`config.mk`:
```
export PLATFORM = sky130hd
export DESIGN_NAME = reg_assembler_flat
export DESIGN_NICKNAME = d
export VERILOG_FILES = /design/src/rtl/scope_pkg.sv /design/src/rtl/reg_assembler_if.sv /design/src/rtl/gap_timer.sv /design/src/rtl/reg_assembler.sv /design/src/flat_wrapper.sv
export SDC_FILE = /design/constraint.sdc
export NUM_CORES = 1
export LEC_CHECK = 0
export BUFFER_PORTS_ARGS = -buffer_cell sky130_fd_sc_hd__buf_4
export CORE_ASPECT_RATIO = 1.1
export CORE_UTILIZATION = 40
export CTS_BUF_LIST = sky130_fd_sc_hd__clkbuf_4 sky130_fd_sc_hd__clkbuf_8
export CTS_CLUSTER_SIZE = 40
export DETAILED_ROUTE_END_ITERATION = 7
export GPL_TIMING_DRIVEN = 0
export PLACE_DENSITY_LB_ADDON = 0.08
export SLEW_MARGIN = 20
export SYNTH_ARGS = -nofsm -noshare
export SYNTH_HDL_FRONTEND = slang
export SYNTH_HIERARCHICAL = 1
export SYNTH_SLANG_ARGS = --single-unit
```
`constraint.sdc`:
```
create_clock -name clk -period 1.7 [get_ports clk]
set_clock_uncertainty 0.2 [all_clocks]
set_input_delay 0.34 -clock clk [delete_from_list [all_inputs] [get_ports clk]]
set_output_delay 0.34 -clock clk [all_outputs]
set_load 0.05 [all_outputs]
```
`src/rtl/scope_pkg.sv`:
```
// ============================================================================
// Module  : scope_pkg
// Brief   : Shared widths, defaults and state encoding for the scope register
//           assembler.
// Rev     : 1.0  initial release
// ============================================================================
`default_nettype none

package scope_pkg;

   localparam int BYTE_W               = 8;
   localparam int WORD_W               = 32;
   localparam int BYTES_PER_WORD       = 4;
   localparam int TIMEOUT_CYCLES_DEF   = 50000;

   typedef enum logic [0:0] {
      IDLE    = 1'b0,
      COLLECT = 1'b1
   } state_t;

endpackage : scope_pkg

`default_nettype wire

```
`src/rtl/reg_assembler_if.sv`:
```
// ============================================================================
// Module  : reg_assembler_if
// Brief   : Byte-stream input and word handshake bundle for reg_assembler.
// Rev     : 1.0  initial release
// ============================================================================
`default_nettype none

interface reg_assembler_if
   import scope_pkg::*;
#(
   parameter int BYTES = BYTES_PER_WORD
);

   logic                      newByte;
   logic [BYTE_W-1:0]         byteIn;
   logic                      wordAck;
   logic                      clearOverrun;
   logic [BYTE_W*BYTES-1:0]   word;
   logic                      wordValid;
   logic                      overrun;
   logic [1:0]                byteCount;
   logic                      timeout;

   modport master (
      output newByte, byteIn, wordAck, clearOverrun,
      input  word, wordValid, overrun, byteCount, timeout
   );

   modport slave (
      input  newByte, byteIn, wordAck, clearOverrun,
      output word, wordValid, overrun, byteCount, timeout
   );

endinterface : reg_assembler_if

`default_nettype wire

```
`src/rtl/gap_timer.sv`:
```
// ============================================================================
// Module  : gap_timer
// Brief   : Idle-gap counter; expire_o is high on the cycle the count reaches
//           LIMIT-1 while enabled and not cleared.
// Rev     : 1.0  initial release
// ============================================================================
`default_nettype none

module gap_timer #(
   parameter int LIMIT = 50000,
   parameter int W     = 16
) (
   input  wire  clk,
   input  wire  rst,
   input  wire  clr_i,
   input  wire  en_i,
   output logic expire_o
);

   logic [W-1:0] cnt_q;
   logic [W-1:0] cnt_d;

   always_comb begin
      expire_o = en_i && !clr_i && (cnt_q == W'(LIMIT - 1));
   end

   always_comb begin
      cnt_d = cnt_q;
      if (clr_i || expire_o) begin
         cnt_d = '0;
      end else if (en_i) begin
         cnt_d = cnt_q + W'(1);
      end
   end

   always_ff @(posedge clk) begin
      if (rst) begin
         cnt_q <= '0;
      end else begin
         cnt_q <= cnt_d;
      end
   end

endmodule : gap_timer

`default_nettype wire

```
`src/rtl/reg_assembler.sv`:
```
// ============================================================================
// Module  : reg_assembler
// Brief   : Packs MSB-first byte strobes into a word with valid/ack handshake,
//           sticky overrun and optional stale-partial timeout
//           (REG_ASSEMBLER_TIMEOUT_EN).
// Rev     : 1.0  initial release
// ============================================================================
`default_nettype none

module reg_assembler
   import scope_pkg::*;
#(
   parameter int BYTES          = BYTES_PER_WORD,
   parameter int TIMEOUT_CYCLES = TIMEOUT_CYCLES_DEF,
   parameter int TMR_W          = 16
) (
   input  wire              clk,
   input  wire              rst,
   reg_assembler_if.slave   bus
);

   localparam int WW = BYTE_W * BYTES;

   if (BYTES != 4) begin : g_bytes_chk
      $error("reg_assembler: BYTES must be 4");
   end

   if ((64'd1 << TMR_W) <= 64'(TIMEOUT_CYCLES)) begin : g_tmr_chk
      $error("reg_assembler: TMR_W too narrow for TIMEOUT_CYCLES");
   end

   state_t          state_q, state_d;
   logic [1:0]      cnt_q, cnt_d;
   logic [WW-1:0]   shift_q, shift_d;
   logic [WW-1:0]   word_q, word_d;
   logic            valid_q, valid_d;
   logic            ovr_q, ovr_d;
   logic            tout_q, tout_d;
   logic            w_expire;

`ifdef REG_ASSEMBLER_TIMEOUT_EN
   gap_timer #(
      .LIMIT (TIMEOUT_CYCLES),
      .W     (TMR_W)
   ) u_gap_timer (
      .clk      (clk),
      .rst      (rst),
      .clr_i    (bus.newByte || (state_q == IDLE)),
      .en_i     (state_q == COLLECT),
      .expire_o (w_expire)
   );
`else
   assign w_expire = 1'b0;
`endif

   always_ff @(posedge clk) begin
      if (rst) begin
         state_q <= IDLE;
         cnt_q   <= 2'd0;
         shift_q <= '0;
         word_q  <= '0;
         valid_q <= 1'b0;
         ovr_q   <= 1'b0;
         tout_q  <= 1'b0;
      end else begin
         state_q <= state_d;
         cnt_q   <= cnt_d;
         shift_q <= shift_d;
         word_q  <= word_d;
         valid_q <= valid_d;
         ovr_q   <= ovr_d;
         tout_q  <= tout_d;
      end
   end

   always_comb begin
      state_d = state_q;
      cnt_d   = cnt_q;
      shift_d = shift_q;
      word_d  = word_q;
      valid_d = valid_q;
      ovr_d   = ovr_q;
      tout_d  = w_expire;

      if (bus.wordAck) begin
         valid_d = 1'b0;
      end
      if (bus.clearOverrun) begin
         ovr_d = 1'b0;
      end

      if (bus.newByte) begin
         shift_d = {shift_q[WW-BYTE_W-1:0], bus.byteIn};
         case (state_q)
            IDLE: begin
               state_d = COLLECT;
               cnt_d   = 2'd1;
            end
            COLLECT: begin
               if (cnt_q == 2'(BYTES - 1)) begin
                  state_d = IDLE;
                  cnt_d   = 2'd0;
                  word_d  = shift_d;
                  valid_d = 1'b1;
                  // Newest word wins; overrun set overrides a same-cycle clear.
                  if (valid_q && !bus.wordAck) begin
                     ovr_d = 1'b1;
                  end
               end else begin
                  cnt_d = cnt_q + 2'd1;
               end
            end
            default: begin
               state_d = IDLE;
               cnt_d   = 2'd0;
            end
         endcase
      end else if (w_expire) begin
         state_d = IDLE;
         cnt_d   = 2'd0;
         shift_d = '0;
      end
   end

   always_comb begin
      bus.word      = word_q;
      bus.wordValid = valid_q;
      bus.overrun   = ovr_q;
      bus.byteCount = cnt_q;
      bus.timeout   = tout_q;
   end

endmodule : reg_assembler

`default_nettype wire

```
`src/flat_wrapper.sv`:
```
// flat-port wrapper written by rule: the top's interface ports become plain ports
module reg_assembler_flat import scope_pkg::*;
#(
   parameter int BYTES          = BYTES_PER_WORD,
   parameter int TIMEOUT_CYCLES = TIMEOUT_CYCLES_DEF,
   parameter int TMR_W          = 16
)
  (clk, rst, bus_newByte, bus_byteIn, bus_wordAck, bus_clearOverrun, bus_word, bus_wordValid, bus_overrun, bus_byteCount, bus_timeout);
  reg_assembler_if #(.BYTES(BYTES)) bus_i ();
  input  wire clk;
  input  wire rst;
  input wire logic [$bits(bus_i.newByte)-1:0] bus_newByte;
  input wire logic [$bits(bus_i.byteIn)-1:0] bus_byteIn;
  input wire logic [$bits(bus_i.wordAck)-1:0] bus_wordAck;
  input wire logic [$bits(bus_i.clearOverrun)-1:0] bus_clearOverrun;
  output wire logic [$bits(bus_i.word)-1:0] bus_word;
  output wire logic [$bits(bus_i.wordValid)-1:0] bus_wordValid;
  output wire logic [$bits(bus_i.overrun)-1:0] bus_overrun;
  output wire logic [$bits(bus_i.byteCount)-1:0] bus_byteCount;
  output wire logic [$bits(bus_i.timeout)-1:0] bus_timeout;
  assign bus_i.newByte = bus_newByte;
  assign bus_i.byteIn = bus_byteIn;
  assign bus_i.wordAck = bus_wordAck;
  assign bus_i.clearOverrun = bus_clearOverrun;
  assign bus_word = bus_i.word;
  assign bus_wordValid = bus_i.wordValid;
  assign bus_overrun = bus_i.overrun;
  assign bus_byteCount = bus_i.byteCount;
  assign bus_timeout = bus_i.timeout;
  reg_assembler #(.BYTES(BYTES), .TIMEOUT_CYCLES(TIMEOUT_CYCLES), .TMR_W(TMR_W)) u_core (.clk(clk), .rst(rst), .bus(bus_i));
endmodule
```
==> results.ini <==
[place]
port_buffers = 46
gp_congestion = 0.6821
place_area_mm2 = 0.002988
hpwlAfterDp_um = 3465

[clock_network]
cts_sinks = 61
ctsResizeCount = 0
clk_pin_slew_ns = 0.07
htreeDepth = 3
cts_buffers = 9
cts-root-buf = clkbuf_8
cts_max_path_buffers = 2
hold_buffers = 1
clk_latency_ns = 0.33
cts_tree = done
cts_setup_buffers = 0

[setup_path]
r2r-start = u_core/bus.byteCount[0]
cp-end-kind = flop
crit_type = flop to flop
path_max_fanout = 10
start_kind = flop
worstPathRequired_ns = 1.76
crit_start = u_core/bus.byteCount[0]
arrival_ns = 1.52

[power_and_ir_drop]
irDropWorstVdd_mv = 0.4322
p_leak_nw = 1.290
total_power_mw = 2.835
powerDensity_mw_per_mm2 = 891.7

[cells_and_area]
n_antenna_cell = 0
area_growth_pct = 25.17
stdcell_area_mm2 = 0.003179
n_fill_cell = 611
drive_above_1_share = 0.2566
final_nets = 314

[logic_synthesis]
ys_seq_elements = 61
synthCells = 241
synth_common_cells = nand2b_1 (66), dfxtp_1 (61), mux2i_1 (56)
yosysUniqueCellTypes = 19
yosys-top-cells-area = dfxtp_1 (48%), mux2i_1 (22%), nand2b_1 (16%), nor2_1 (3.5%), buf_12 (2.4%)
ys_async_sr_fraction = 0
synth_most_common_cell = nand2b_1
synth_ff_type = dfxtp_1
syn_nets = 256
yosysTopAreaCellShare = 0.4808
avgSynthCellArea_um2 = 10.54
synth_top_area_cell = dfxtp_1
syn_area_mm2 = 0.002540
ys_seq_area_frac = 0.4808
synth_edf_count = 0
yosys_warnings = 6

[global_routing]
grt_overflow_total = 0
antenna_found_initial = 0
grt_max_degree = 11
grt_pass1_wl_um = 8183
track_usage = 0.1650
first_global_vias = 1675

[floorplan]
fp.dieArea_mm2 = 0.006673
start_util = 0.4126
die_y_um = 85.58
chipWidth_um = 77.98
pin_count = 50
fp.coreArea_mm2 = 0.006156
fp-row-count = 30

[flow_run]
cap_violations = 0

[routing]
remaining_drc_errors = 0
drtIter0Drc = 51
ant_nets = 0
dr.pass1.iters = 4
wire_per_inst_um = 13.13
vias_per_cell = 4.583
drt_wl_total_um = 5041
vias = 1760

[timing]
setup_viol = 0
setup_tns_ns = 0
rsz0062_at_grt = false
fmax_mhz = 683.7
fin_crit_ns = 1.463
hold_viol_final = 0
period_share = 0.8603
slew_violations = 0

[hold_path]
hold_class = input port to flop
hp-start = bus_byteIn[4]

[run_status]
status = finished, final reports clean

[where the power goes]
| part | total [mW] | switching (mW) | internal [mW] |
|---|---|---|---|
| registers | 1.48 | 0.0245 | 1.46 |
| logic | 0.186 | 0.0944 | 0.0921 |
| clock network | 1.17 | 0.552 | 0.617 |
| total | 2.84 | 0.671 | 2.16 |
[cell usage in the layout (no fill, tap or decap), drive strengths merged, types with 2 or more instances in the layout]
cell type / instances
nand2b: 66
dfxtp: 61
buf: 60
mux2i: 56
nor2: 24
clkbuf: 17
clkinv: 3
o21bai: 2
a31oi: 2
nand3: 2
a21oi: 2
ha: 2
[critical path, cell delays in order (launching register included)]
cell	delay, ns
dfxtp_2	0.37
ha_1	0.17
and3_1	0.17
buf_6	0.15
buf_12	0.15
mux2i_1	0.18
[final timing paths]
path	endpoint	slack [ns]	depth (start not counted)
max	u_core/bus.word[25]	0.24	5
min	u_core/shift_q[4]	0.06	3
max reg2reg	u_core/bus.word[25]	0.24	5
min reg2reg	u_core/bus.word[20]	0.27	2
[logic make-up after synthesis]
family | after synthesis | synth area share
adder cells (fa/ha/maj) | 2 | 0.009851
buffers and inverters | 20 | 0.06108
other | 1 | 0.001476
flip-flops | 61 | 0.4808
AND/OR/NAND/NOR | 94 | 0.2079
AO/OA/AOI/OAI | 7 | 0.01822
multiplexers | 56 | 0.2207
[layer usage]
metal	global-route usage	up-vias	wire, um
met4	0.09091	0	120
met2	0.2438	45	2178
li1	-	902	-
met1	0.2156	803	2495
met3	0.05000	10	248
met5	0	-	0
[flip-flops by register name (all words and copies together) (netlist names)]
signal                flops
u_core/state_q            1
u_core/shift_q           24
u_core/bus.wordValid      1
u_core/bus.overrun        1
u_core/bus.byteCount      2
u_core/bus.word          32
[metrics by stage]
step / setup slack [ns] / utilization / hold WS, ns / instances
after detailed placement: 0.2565 / 0.4854 / 0.2616 / 367
after global routing: 0.1153 / 0.5165 / 0.04897 / 384
final: 0.2375 / 0.5165 / 0.05589 / 384
after floorplan: 0.1256 / - / 0.2508 / 241
after global placement: 0.2588 / 0.4854 / 0.2588 / 367
after CTS: 0.2303 / 0.5165 / 0.03969 / 384
[cell type report]
type / instances / area [um2] / share of cell area
buffer: 19 / 151.4 / 0.04762
clock inverter: 4 / 22.52 / 0.007084
inverter: 1 / 3.754 / 0.001181
multi-input combinational: 160 / 1164 / 0.3660
sequential: 61 / 1224 / 0.3849
tap: 80 / 100.1 / 0.03148
timing repair buffer: 47 / 355.3 / 0.1118
clock buffer: 12 / 158.9 / 0.04998
No activity file was read; power rests on OpenSTA's default activity.
